$ cat src/rtl/alu_arbiter.sv
// Two-channel round-robin front end for a shared combinational ALU.
// One operation in flight: IDLE accepts, EXEC captures the ALU result, RESP holds it until consumed.
module alu_arbiter (
  input  logic        clk,
  input  logic        rst,
  input  logic        req_valid_0,
  output logic        req_ready_0,
  input  logic [7:0]  req_a_0,
  input  logic [7:0]  req_b_0,
  input  logic [1:0]  req_op_0,
  input  logic        req_valid_1,
  output logic        req_ready_1,
  input  logic [7:0]  req_a_1,
  input  logic [7:0]  req_b_1,
  input  logic [1:0]  req_op_1,
  output logic [7:0]  alu_num1,
  output logic [7:0]  alu_num2,
  output logic [1:0]  alu_operation,
  input  logic [15:0] alu_out,
  output logic        rsp_valid,
  input  logic        rsp_ready,
  output logic        rsp_id,
  output logic [15:0] rsp_data,
  output logic        rsp_err,
  output logic        busy,
  output logic [7:0]  done_count
);

  typedef enum logic [1:0] {
    IDLE = 2'd0,
    EXEC = 2'd1,
    RESP = 2'd2
  } state_t;

  state_t      state_q, state_d;
  logic        prio_q, prio_d;
  logic [7:0]  a_q, a_d;
  logic [7:0]  b_q, b_d;
  logic [1:0]  op_q, op_d;
  logic        id_q, id_d;
  logic        rsp_valid_q, rsp_valid_d;
  logic [15:0] rsp_data_q, rsp_data_d;
  logic        rsp_err_q, rsp_err_d;
  logic        rsp_id_q, rsp_id_d;
  logic        busy_q, busy_d;
  logic [7:0]  done_q, done_d;
  logic        grant_0, grant_1;
  logic        div_zero;

  // prio_q names the channel that wins a tie; a lone requester wins regardless.
  always_comb begin
    grant_0 = 1'b0;
    grant_1 = 1'b0;
    if (state_q == IDLE && !rst) begin
      if (req_valid_0 && (!req_valid_1 || prio_q == 1'b0)) begin
        grant_0 = 1'b1;
      end else if (req_valid_1) begin
        grant_1 = 1'b1;
      end else begin
        grant_1 = 1'b0;
      end
    end else begin
      grant_0 = 1'b0;
    end
  end

  assign div_zero = (op_q == 2'b11) && (b_q == 8'h00);

  always_comb begin
    state_d     = state_q;
    prio_d      = prio_q;
    a_d         = a_q;
    b_d         = b_q;
    op_d        = op_q;
    id_d        = id_q;
    rsp_data_d  = rsp_data_q;
    rsp_err_d   = rsp_err_q;
    rsp_id_d    = rsp_id_q;
    done_d      = done_q;
    case (state_q)
      IDLE: begin
        if (grant_0 || grant_1) begin
          a_d     = grant_1 ? req_a_1 : req_a_0;
          b_d     = grant_1 ? req_b_1 : req_b_0;
          op_d    = grant_1 ? req_op_1 : req_op_0;
          id_d    = grant_1;
          prio_d  = ~grant_1;
          state_d = EXEC;
        end else begin
          state_d = IDLE;
        end
      end
      EXEC: begin
        rsp_data_d = div_zero ? 16'h0000 : alu_out;
        rsp_err_d  = div_zero;
        rsp_id_d   = id_q;
        state_d    = RESP;
      end
      RESP: begin
        if (rsp_ready) begin
          done_d  = done_q + 8'd1;
          state_d = IDLE;
        end else begin
          state_d = RESP;
        end
      end
      default: state_d = IDLE;
    endcase
    rsp_valid_d = (state_d == RESP);
    busy_d      = (state_d != IDLE);
  end

  always_ff @(posedge clk) begin
    if (rst) begin
      state_q     <= IDLE;
      prio_q      <= 1'b0;
      a_q         <= 8'h00;
      b_q         <= 8'h00;
      op_q        <= 2'b00;
      id_q        <= 1'b0;
      rsp_valid_q <= 1'b0;
      rsp_data_q  <= 16'h0000;
      rsp_err_q   <= 1'b0;
      rsp_id_q    <= 1'b0;
      busy_q      <= 1'b0;
      done_q      <= 8'h00;
    end else begin
      state_q     <= state_d;
      prio_q      <= prio_d;
      a_q         <= a_d;
      b_q         <= b_d;
      op_q        <= op_d;
      id_q        <= id_d;
      rsp_valid_q <= rsp_valid_d;
      rsp_data_q  <= rsp_data_d;
      rsp_err_q   <= rsp_err_d;
      rsp_id_q    <= rsp_id_d;
      busy_q      <= busy_d;
      done_q      <= done_d;
    end
  end

  assign req_ready_0   = grant_0;
  assign req_ready_1   = grant_1;
  assign alu_num1      = a_q;
  assign alu_num2      = b_q;
  assign alu_operation = op_q;
  assign rsp_valid     = rsp_valid_q;
  assign rsp_data      = rsp_data_q;
  assign rsp_err       = rsp_err_q;
  assign rsp_id        = rsp_id_q;
  assign busy          = busy_q;
  assign done_count    = done_q;

endmodule

$ cat config.mk
export PLATFORM = sky130hd
export DESIGN_NAME = alu_arbiter
export DESIGN_NICKNAME = d
export VERILOG_FILES = /design/src/rtl/alu_arbiter.sv
export SDC_FILE = /design/constraint.sdc
export NUM_CORES = 1
export LEC_CHECK = 0
export BUFFER_PORTS_ARGS = -buffer_cell sky130_fd_sc_hd__buf_2
export CAP_MARGIN = 20
export CORE_ASPECT_RATIO = 1.5
export CORE_MARGIN = 1
export CORE_UTILIZATION = 35
export DETAILED_ROUTE_END_ITERATION = 7
export GPL_TIMING_DRIVEN = 1
export PLACE_DENSITY = 0.65
export SETUP_SLACK_MARGIN = 0.2
export SYNTH_ARGS = -nofsm -noshare
export SYNTH_HDL_FRONTEND = slang
export SYNTH_SLANG_ARGS = --single-unit
$ cat constraint.sdc
create_clock -name clk -period 1.43 [get_ports clk]
set_input_delay 0.286 -clock clk [delete_from_list [all_inputs] [get_ports clk]]
set_output_delay 0.286 -clock clk [all_outputs]
set_load 0.05 [all_outputs]
Yosys cells after proc, flatten, opt, wreduce, memory -nomap -nowiden --
Cells that the tools add are included.
Storage, ports and cells: bits in registers 50, input port bits 57, output and inout bits 48, logic and storage cells 43
Cells by class: add/subtract/negate cells 1, equal/unequal tests 4, muxes and demuxes 12, bitwise logic cells 2, reductions and logical operators 12
Operators with widths (count):
- two-way mux 16 bit | 1
- two-way mux 8 bit | 2
- adder 8 x 1 -> 8 bit, second input constant | 1
- zero test 8 bit | 1
- equality test 2 bit, second input constant | 3
- two-way mux 1 bit | 6
- case mux 2 bit (3 select lines) | 1
- two-way mux 2 bit | 2
- AND reduction 2 bit | 2
- logical AND 1 bit | 3
- equality test 2 x 1 -> 1 bit, second input constant | 1
- zero test 1 bit | 2
- zero test 2 bit | 1
- logical OR 1 bit | 2
- NOT 1 bit | 2
- nonzero test 2 bit | 1

Depth between registers and ports, before layout --
Gate-level depths: netlist of run 1.
word-level depth 9, depth in mapped cells 6, mapped depth without buffers 4

Worst setup path before layout of run 1 --
Ideal clock, no wire load.
kind reg-to-output, start point register state_q[1], end point output req_ready_0, data arrival time 2.111 ns, data required time 1.144 ns, setup slack -0.967 ns, stages on the path, launching flop included 4, buffers on the path 1, path through dfxtp_1 > buf_6 > or3b_2 > a211oi_1
Between the ends: cells in the longest elaborated chain, start to end 3
RTL lines:
- from (decl) | line 35 | state_t state_q, state_d;
- from (signal assigned) | line 128 | state_q <= state_d;
- zero test 2 bit | line 54 | if (state_q == IDLE && !rst) begin
- logical AND 1 bit | line 54
- two-way mux 1 bit | line 54
- to (decl) | line 7 | output logic req_ready_0,
No other way between the ends.

Worst setup path after layout of run 1 --
Same ends and word-level chain as after synthesis.

==> results.tsv, run 1 <==
stage	metric	value	unit
outcome	status	finished, violations left	
outcome	violations	setup timing	
global_route	antenna_found_initial	0	
sta	finalMaxSlewViolations	0	
clock_network	path_clk_slew	0.10	ns
clock_network	cts_root_buf	clkbuf_8	
sta	worst_slack	-0.425	ns
die	die_area	0.00677	mm2
sta	rsz0062_at_grt	yes	
layout	layout_common_cells	59 x buf_2, 38 x buf_4, 33 x dfxtp_1, 23 x buf_6, 22 x a21oi_1	
route	routed_wl	6910	um
power_and_ir_drop	p_seq_share	41.6	%
layout	final_common_cell	buf_2	
power_and_ir_drop	leakage	1.53	nW
route	drt_iter0_drc	99	
worst_setup_path	cp_slowest_stage_delay	0.42	ns
route	vias_per_cell	5.43	
layout	diodes	0	
route	vias	2337	
sta	skew	0.00667	ns
power_and_ir_drop	combPwrFrac	34.7	%
clock_network	numCtsBuffers	5	
die	rows	35	
route	wl_per_cell	16.1	um
worst_setup_path	crit_buf_inv	2	
die	ios	105	
layout	final_nets	413	
run	cap_violations	0	
die	start_util	36.5	%
die	coreArea	0.00617	mm2
worst_setup_path	required	1.14	ns
layout	fill_cells	525	
sta	post-route-min-period	1.85	ns
sta	max_freq	539	MHz
global_route	grt_max_degree	27	
die	die_w	67.5	um
power_and_ir_drop	p_per_area	1020	mW/mm2
worst_setup_path	path_cells	buf_6 > or3b_4 > a211oi_4 > buf_6	
layout	drive_above_1_share	57.6	%
logic_synthesis	synth-main-ff-cell	dfxtp_1	
sta	relSlewSlack	76.2	%
clock_network	cts.sinks	50	
power_and_ir_drop	clockPowerShare	23.7	%
worst_hold_path	hold_class	in -> reg	
logic_synthesis	syn_inst	222	
placement	dp_cells	400	
placement	place_hpwl	4310	um
worst_setup_path	crit_slowest_cell	or3b_4	
logic_synthesis	synth_edf_count	0	
worst_setup_path	cpMostUsedCell	buf_6	
route	drtAntennaViolNets	0	
placement	port_buffers	104	
power_and_ir_drop	sw_frac_of_total	35.7	%
logic_synthesis	syn_nets	280	
worst_setup_path	end_kind	output pin	
layout	final-instance-count-excl-fill	430	
die	die_h	100	um
layout	utilization	59.5	%
worst_setup_path	cp.arrival	1.57	ns
clock_network	cts_max_level	2	
sta	finalHoldViolCount	0	
logic_synthesis	yosysSeqAreaShare	44.4	%
global_route	grt_pass1_vias	2099	
worst_setup_path	startpoint_type	flip-flop	
logic_synthesis	synthArstFlopShare	0	%
sta	hold-worst-slack	0.175	ns
route	drc_errors	0	
route	firstDrtPassIters	6	
global_route	grt_usage	20.8	%
sta	tns	-8.64	ns
worst_setup_path	crit_type	reg -> out	
power_and_ir_drop	switchingPower	1.34	mW
power_and_ir_drop	p_int	2.42	mW
logic_synthesis	synth_area	0.00225	mm2
global_route	grt-ovfl-total	0	
clock_network	cts_buffer_depth	2	
power_and_ir_drop	peakVddDrop	0.000583	V
global_route	grt_pass1_wl	10600	um
placement	place_congestion	0.729	
clock_network	cts_tree	done	
logic_synthesis	ys_seq_elements	50	
sta	setup_viol	39	
worst_setup_path	crit_fanout	2	
logic_synthesis	avgSynthCellArea	10.1	um2
sta	tightest_slew	0.357	ns
worst_setup_path	path_delay_family	simple AND/OR/NAND/NOR gates	
power_and_ir_drop	power	3.76	mW
logic_synthesis	ys.warnings.count	0	
sta	period_share	130	%
logic_synthesis	ys_types	39	
clock_network	clk_latency	0.31	ns
layout	area_growth	63.0	%
## cell families after synthesis
family          after synthesis  share of synthesized area, %
compound gates               88                          28.8
xor+xnor                      2                         0.778
fa+ha+maj                     1                         0.555
buf+inv                      25                          6.22
flops                        50                          44.4
mux                           2                         0.889
simple gates                 54                          18.3
## power by group through the flow
| stage | combinational, mW | sequential [mW] | clock [mW] |
|---|---|---|---|
| 2_1_floorplan | 0.420 | 1.89 | 0 |
| 3_3_place_gp | 1.03 | 1.59 | 0 |
| 3_5_place_dp | 1.04 | 1.59 | 0 |
| 4_1_cts | 1.24 | 1.56 | 0.925 |
| 5_1_grt | 1.38 | 1.58 | 0.985 |
| 6_report | 1.30 | 1.56 | 0.893 |
## worst reg2reg max path, delay by kind of cell, from the launching register on
family                 cells  cell delay (ns)
AND/OR/NAND/NOR            2             0.64
buffers and inverters      6             0.64
flip-flops                 1             0.35
AO/OA/AOI/OAI              1             0.11
## stage by stage
| stage | worst slack [ns] | cell area [um2] |
|---|---|---|
| floorplan | -0.218 | 2380 |
| global placement | -0.267 | 3050 |
| detailed placement | -0.369 | 3050 |
| CTS | -0.414 | 3500 |
| global route | -0.488 | 3670 |
| finish | -0.425 | 3670 |
## final timing paths
path                start  depth (start not counted)  slack (ns)      endpoint
max            state_q[1]                          4       -0.42   req_ready_0
min            alu_out[5]                          2        0.17   rsp_data[5]
max reg2reg    state_q[1]                          9       -0.37        prio_q
min reg2reg  rsp_data[13]                          1        0.49  rsp_data[13]
## routing by layer
metal	vias to the layer above	global-route usage, %	wire [um]
li1	1150	-	-
met1	1105	24.9	2850
met2	74	37.0	3720
met3	8	3.07	270
met4	0	6.06	77
met5	-	0	0
## synth_stat cells, drive strengths merged, types with 2 or more instances
| library cell | n | area share [%] |
|---|---|---|
| dfxtp | 50 | 44 |
| a21oi | 26 | 5.8 |
| o31ai | 20 | 6.7 |
| nand4b | 19 | 7.4 |
| a311oi | 18 | 7.0 |
| buf | 18 | 5.1 |
| a22o | 16 | 6.2 |
| clkbuf | 7 | 1.2 |
| nor2 | 7 | 1.3 |
| or3b | 4 | 1.7 |
| nand2 | 3 | 0.50 |
| o21ai | 3 | 0.67 |
| or3 | 3 | 0.83 |
| mux2i | 2 | 0.89 |
| nand2b | 2 | 0.56 |
| nand3 | 2 | 0.44 |
| nand4 | 2 | 0.56 |
| nor2b | 2 | 0.56 |
| or2 | 2 | 0.56 |
| or4 | 2 | 0.67 |
| xor2 | 2 | 0.78 |
## cell type report
| class | count | area (um2) | area share [%] |
|---|---|---|---|
| repair buffers | 149 | 1170 | 32.0 |
| clock buffers | 5 | 68.8 | 1.87 |
| multi-input cells | 149 | 1270 | 34.6 |
| well taps | 74 | 92.6 | 2.52 |
| flip-flops and latches | 50 | 1040 | 28.3 |
| clock inverters | 3 | 28.8 | 0.784 |
## what timing repair did
item	4_1_cts	5_1_grt
gates cloned	5	0
buffers inserted	14	3
resized for setup	52	51
setup endpoints to repair	64	78
pin swaps	32	30
hold buffers	0	0
## flip-flops by register name, indices dropped and copies added, names as in the netlist
name / cells
alu_num2: 8
id_q: 1
state_q: 2
done_count: 8
rsp_id: 1
rsp_data: 16
rsp_err: 1
rsp_valid: 1
alu_num1: 8
alu_operation: 2
prio_q: 1
busy: 1
Power figures use the tool's default switching activity.
==> run 2: changes to the inputs <==
ABC_AREA = 1   (was unset)
CORE_ASPECT_RATIO = 1.2   (was 1.5)
PLACE_DENSITY = 0.64   (was 0.65)
==> run 2 against run 1 <==
Net effect: the flow still finishes with violations (setup timing); die area grew 0.31%; critical path depth grew 2; global-route usage shrank 3.2 points; clock power shrank 6.3%; hold slack gained 0.070 ns; power shrank 4.1%; combinational power shrank 9%; register-to-register slack gained 0.44 ns; final cell count grew 20%; synthesized cell count grew 42%; fmax grew 24%.
==> results.tsv, run 2 <==
stage	metric	value	unit	change
outcome	status	finished, violations left		
outcome	violations	setup timing		
logic_synthesis	ys.warnings.count	0		unchanged
sta	finalMaxSlewViolations	0		unchanged
sta	tns	-0.116	ns	+8.52 ns
logic_synthesis	yosysSeqAreaShare	44.3	%	-0.17 points
sta	setup_viol	2		-95%
logic_synthesis	ys_seq_elements	50		unchanged
logic_synthesis	synth_area_leaders	dfxtp_1 44%, nand2_1 10%, nor2_1 9.3%		
global_route	antenna_found_initial	0		unchanged
route	vias_per_cell	4.57		-16%
route	drt_iter0_drc	68		-31%
logic_synthesis	synth_area	0.00226	mm2	+0.39%
layout	utilization	53.2	%	-6.3 points
power_and_ir_drop	power	3.61	mW	-4.1%
die	coreArea	0.00613	mm2	-0.75%
global_route	grt_pass1_wl	9360	um	-12%
logic_synthesis	yosysTopAreaCellShare	44.3	%	-0.17 points
global_route	grt_max_degree	26		-3.7%
placement	place_hpwl	4100	um	-4.8%
layout	regArea	0.00105	mm2	+1.2%
layout	final_nets	489		+18%
sta	rsz0062_at_grt	yes		
clock_network	cts_max_level	2		unchanged
clock_network	cts_buffer_depth	2		unchanged
run	cap_violations	0		unchanged
clock_network	numCtsBuffers	5		unchanged
die	ios	105		unchanged
layout	area_growth	44.2	%	
route	vias	2347		+0.43%
layout	final-instance-count-excl-fill	514		+20%
layout	layout_common_cells	82 x buf_2, 60 x nand2_1, 53 x nor2_1, 37 x nand3_1, 33 x dfxtp_1		
route	routed_wl	5790	um	-16%
logic_synthesis	ys_types	27		-31%
die	start_util	36.9	%	+0.42 points
clock_network	path_clk_slew	0.09	ns	about the same
power_and_ir_drop	p_per_area	1110	mW/mm2	+8.0%
logic_synthesis	synth_edf_count	0		unchanged
worst_setup_path	crit_fanout	3		+1
worst_setup_path	required	1.14	ns	about the same
clock_network	clk_latency	0.29	ns	-0.02 ns
die	die_w	75.4	um	+12%
layout	multi_input_area	0.00109	mm2	-14%
route	wl_per_cell	11.3	um	-30%
logic_synthesis	synthArstFlopShare	0	%	unchanged
placement	place_congestion	0.764		+4.9%
logic_synthesis	avgSynthCellArea	7.15	um2	-29%
global_route	grt_usage	17.6	%	-3.2 points
worst_setup_path	startpoint_type	flip-flop		
layout	fill_cells	634		+21%
clock_network	cts_root_buf	clkbuf_8		
sta	worst_slack	-0.0656	ns	+0.359 ns
layout	stdcell_area	0.00326	mm2	-11%
sta	finalHoldViolCount	0		unchanged
layout	diodes	0		unchanged
worst_setup_path	cp.arrival	1.21	ns	-0.36 ns
route	drtAntennaViolNets	0		unchanged
logic_synthesis	yosysTopAreaCell	dfxtp_1		
power_and_ir_drop	leakage	1.60	nW	+4.4%
placement	post-place-ws	-0.0274	ns	+0.341 ns
route	drc_errors	0		unchanged
sta	hold-worst-slack	0.245	ns	+0.0705 ns
die	die_h	90.0	um	-10%
die	rows	31		-11%
die	die_area	0.00679	mm2	+0.31%
global_route	grt-ovfl-total	0		unchanged
clock_network	cts_tree	done		
worst_setup_path	end_kind	output pin		
layout	largest_reg_flops	16		unchanged
placement	postPlaceCellArea	0.00294	mm2	-3.6%
sta	relSlewSlack	82.4	%	+6.2 points
layout	final_common_cell	buf_2		
logic_synthesis	yosys.cell_count.top_type	nand2_1		
clock_network	postCtsHoldBufs	0		unchanged
layout	drive_above_1_share	41.7	%	-16 points
worst_setup_path	r2r_setup_slack	0.07	ns	+0.44 ns
placement	dp_cells	500		+25%
clock_network	cts.sinks	50		unchanged
sta	post-route-min-period	1.50	ns	-0.359 ns
logic_synthesis	synth-main-ff-cell	dfxtp_1		
sta	period_share	105	%	-25 points
worst_hold_path	hold_class	in -> reg		
global_route	grt_pass1_vias	2151		+2.5%
placement	port_buffers	104		unchanged
sta	skew	0.00422	ns	-0.00245 ns
route	firstDrtPassIters	4		-2
sta	max_freq	669	MHz	+24%
logic_synthesis	syn_nets	374		+34%
worst_setup_path	crit_type	reg -> out		
power_and_ir_drop	peakVddDrop	0.000468	V	-20%
logic_synthesis	syn_inst	316		+42%
sta	tightest_slew	0.264	ns	-0.0925 ns
logic_synthesis	synthTopCellsByCount	61 x nand2_1, 56 x nor2_1, 50 x dfxtp_1, 39 x nand3_1, 22 x inv_1		
-- run 2: cells by family after synthesis --
group / count (synthesis) / synth area share, %
DFF: 50 / 44.3
xor gates and xnor gates: 1 / 0.387
adders and majority gates: 1 / 0.553
and+or+nand+nor: 172 / 32.8
AOI/OAI and AO/OA: 48 / 11.3
buffers and inverters: 44 / 10.7
-- run 2: final cells by class --
| type | count | area share [%] |
|---|---|---|
| timing repair buffer | 125 | 24.5 |
| tap | 82 | 3.15 |
| clock buffer | 7 | 2.65 |
| sequential | 50 | 32.2 |
| multi-input combinational | 222 | 33.3 |
| inverter | 27 | 4.07 |
| clock inverter | 1 | 0.154 |
-- run 2: final timing paths --
kind / startpoint / endpoint / cells after the start
worst max register to register: state_q[1] / alu_num1[4] / 10
worst min-delay path: alu_out[5] / rsp_data[5] / 3
worst max-delay path: state_q[1] / req_ready_0 / 6
worst min register to register: rsp_data[2] / rsp_data[2] / 2
-- run 2: what timing repair did --
action / CTS / global route
resized for setup: 30 / 32
hold endpoints to repair: 0 / 0
setup endpoints to repair: 26 / 51
gates cloned: 0 / 0
setup buffers: 3 / 3
pin swaps: 5 / 13
-- run 2: critical path, cell delays in order, from the launching register on --
cell and delay [ns]:
dfxtp_2 0.33, nor2_2 0.11, nand2_2 0.09, inv_4 0.09, nand2_4 0.07, clkinvlp_4 0.08, buf_8 0.14
-- run 2: power by group --
part	internal, mW	switching, mW	leakage [nW]	total (mW)
sequential	1.52	0.0706	0.420	1.59
clock	0.391	0.446	0.0482	0.837
combinational	0.381	0.796	1.13	1.18
total	2.29	1.31	1.60	3.61
-- run 2: routing by layer --
| metal | up-vias | part of all wire [%] | GRT usage [%] |
|---|---|---|---|
| met5 | - | 0 | 0 |
| met3 | 8 | 5.1 | 4.37 |
| met2 | 67 | 52 | 31.2 |
| met4 | 0 | 1.4 | 5.25 |
| li1 | 1232 | - | - |
| met1 | 1040 | 42 | 20.3 |
==> run 3: changes to the inputs <==
CORE_UTILIZATION = 42   (was 35)
PLACE_DENSITY = 0.75   (was 0.64)
==> run 3 against run 2 <==
Net effect: the run still ends with setup timing left; largest cell class unchanged; critical endpoint is now req_ready_1; non-clock buffer count increased by 1; utilization increased by 13 points; fmax increased by 1.5%; highest routed layer unchanged.
==> results.tsv, run 3 (synthesis results as in run 2) <==
stage	metric	value	unit	change
sta	max_freq	679	MHz	+1.5%
worst_setup_path	crit_slowest_cell	dfxtp_2		
worst_hold_path	hold_class	in -> reg		
route	vias	2397		+2.1%
die	ios	105		unchanged
sta	relSlewSlack	83.1	%	+0.67 points
worst_setup_path	startpoint_type	flip-flop		
route	wl_per_cell	11.9	um	+6.0%
global_route	grt.busiest_layer	met2		
worst_setup_path	cp.arrival	1.19	ns	-0.02 ns
worst_setup_path	cp_slowest_stage_delay	0.36	ns	+0.03 ns
outcome	violations	setup timing		
die	die_h	82.4	um	-8.5%
layout	area_growth	47.2	%	
clock_network	cts_max_level	2		unchanged
layout	layout_common_cells	75 x buf_2, 60 x nand2_1, 53 x nor2_1, 38 x nand3_1, 33 x dfxtp_1		
sta	hold-worst-slack	0.251	ns	+0.00579 ns
worst_setup_path	crit_buf_inv	3		unchanged
worst_setup_path	crit_type	reg -> out		
worst_setup_path	crit_fanout	3		unchanged
route	firstDrtPassIters	4		unchanged
global_route	grt_pass1_wl	9300	um	-0.66%
sta	worst_slack	-0.0434	ns	+0.0222 ns
clock_network	cts_tree	done		
die	start_util	44.8	%	+7.9 points
route	drt_iter0_drc	120		+76%
layout	largest_reg_flops	16		unchanged
global_route	grt_max_degree	26		unchanged
layout	final_common_cell	buf_2		
sta	post-route-min-period	1.47	ns	-0.0222 ns
placement	place_hpwl	4010	um	-2.1%
layout	fill_cells	441		-30%
global_route	grt_pass1_vias	2204		+2.5%
placement	port_buffers	104		unchanged
route	drtAntennaViolNets	0		unchanged
global_route	met1_usage	24.5	%	+4.2 points
layout	stdcell_area	0.00333	mm2	+2.1%
power_and_ir_drop	power	3.86	mW	+7.1%
global_route	antenna_found_initial	0		unchanged
global_route	use_met2	39.4	%	+8.2 points
die	coreArea	0.00504	mm2	-18%
global_route	grt_usage	21.8	%	+4.1 points
global_route	grt-ovfl-total	0		unchanged
sta	rsz0062_at_grt	yes		
route	vias_per_cell	4.86		+6.5%
worst_setup_path	path_delay_family	flip-flops		
clock_network	path_clk_slew	0.09	ns	about the same
sta	finalHoldViolCount	0		unchanged
die	rows	28		-9.7%
route	routed_wl	5880	um	+1.6%
placement	place_congestion	0.788		+3.1%
placement	postPlaceCellArea	0.00291	mm2	-0.94%
sta	period_share	103	%	-1.6 points
layout	final_nets	490		+0.20%
clock_network	cts_root_buf	clkbuf_8		
power_and_ir_drop	peakVddDrop	0.000584	V	+25%
worst_setup_path	r2r_setup_slack	-0.01	ns	-0.08 ns
sta	tightest_slew	0.253	ns	-0.0105 ns
layout	drive_above_1_share	41.1	%	-0.56 points
layout	diodes	0		unchanged
power_and_ir_drop	p_per_area	1160	mW/mm2	+4.9%
clock_network	clk_latency	0.30	ns	about the same
worst_setup_path	r2r_start	prio_q		
power_and_ir_drop	leakage	1.62	nW	+1.3%
outcome	status	finished, violations left		
worst_hold_path	min_from	alu_out[11]		
clock_network	cts.sinks	50		unchanged
die	die_w	69.0	um	-8.5%
run	cap_violations	0		unchanged
global_route	gr-usage-met3	4.67	%	+0.30 points
route	drc_errors	0		unchanged
sta	setup_viol	3		+1
worst_setup_path	crit_start	prio_q		
sta	tns	-0.0930	ns	+0.0232 ns
sta	finalMaxSlewViolations	0		unchanged
clock_network	numCtsBuffers	5		unchanged
sta	skew	0.00418	ns	-0.0000346 ns
die	die_area	0.00568	mm2	-16%
worst_setup_path	required	1.14	ns	about the same
worst_setup_path	end_kind	output pin		
worst_setup_path	path_cells	inv_2 > a21oi_4 > nand2_8 > inv_12 > buf_12		
clock_network	cts_buffer_depth	2		unchanged
-- run 3: cell types whose count changed in the layout (fill, tap and decap cells not counted), moves of 2 or more --
cell | previous run | this run
buf_2 | 82 | 75
clkbuf_4 | 16 | 23
buf_4 | 18 | 16
buf_6 | 5 | 7
clkbuf_16 | 0 | 2
nand2_4 | 3 | 1
nand2_8 | 0 | 2
-- run 3: per-layer routing --
layer  part of all wire (%)  up-vias
met5                      0        -
met4                    1.1        0
met3                    5.6        6
met2                     53       85
met1                     40     1068
li1                       -     1238
-- run 3: path summary, 6_finish.rpt --
| kind | endpoint | cells after the start |
|---|---|---|
| worst max-delay path | req_ready_1 | 5 |
| worst min-delay path | rsp_data[11] | 3 |
| worst max register to register | alu_num2[7] | 10 |
| worst min register to register | rsp_data[14] | 2 |
-- run 3: per-stage QoR --
step / setup slack [ns] / std cells / util [%]
after global routing: -0.0996 / 493 / 66.0
after global placement: -0.0237 / 478 / 57.7
after detailed placement: -0.000474 / 478 / 57.7
final: -0.0434 / 493 / 66.0
after CTS: -0.0676 / 493 / 64.0
after floorplan: 0.0443 / 316 / -
-- run 3: worst min-delay path: cells and delay by family --
kind | cells | cell delay (ns)
AO/OA/AOI/OAI | 1 | 0.05
buffers and inverters | 1 | 0.10
AND/OR/NAND/NOR | 1 | 0.07
-- run 3: report_power, final --
part | switching, mW | internal (mW) | total, mW
sequential | 0.0716 | 1.52 | 1.59
combinational | 0.811 | 0.403 | 1.21
clock | 0.450 | 0.605 | 1.05
-- run 3: what timing repair did --
| item | 4_1_cts | 5_1_grt |
|---|---|---|
| buffers inserted | 6 | 0 |
| setup endpoints to repair | 26 | 67 |
| resized for setup | 32 | 36 |
| endpoints found under the hold margin | 0 | 0 |
| pin swaps | 4 | 5 |
| hold buffers | 0 | 0 |
| gates cloned | 1 | 0 |
-- run 3: final cells by class --
type	count	area, um2	area share, %
clock buffers	8	133	3.98
inverters	27	138	4.14
multi-input cells	222	1090	32.6
flip-flops and latches	50	1050	31.5
well taps	60	75.1	2.26
repair buffers	126	850	25.5
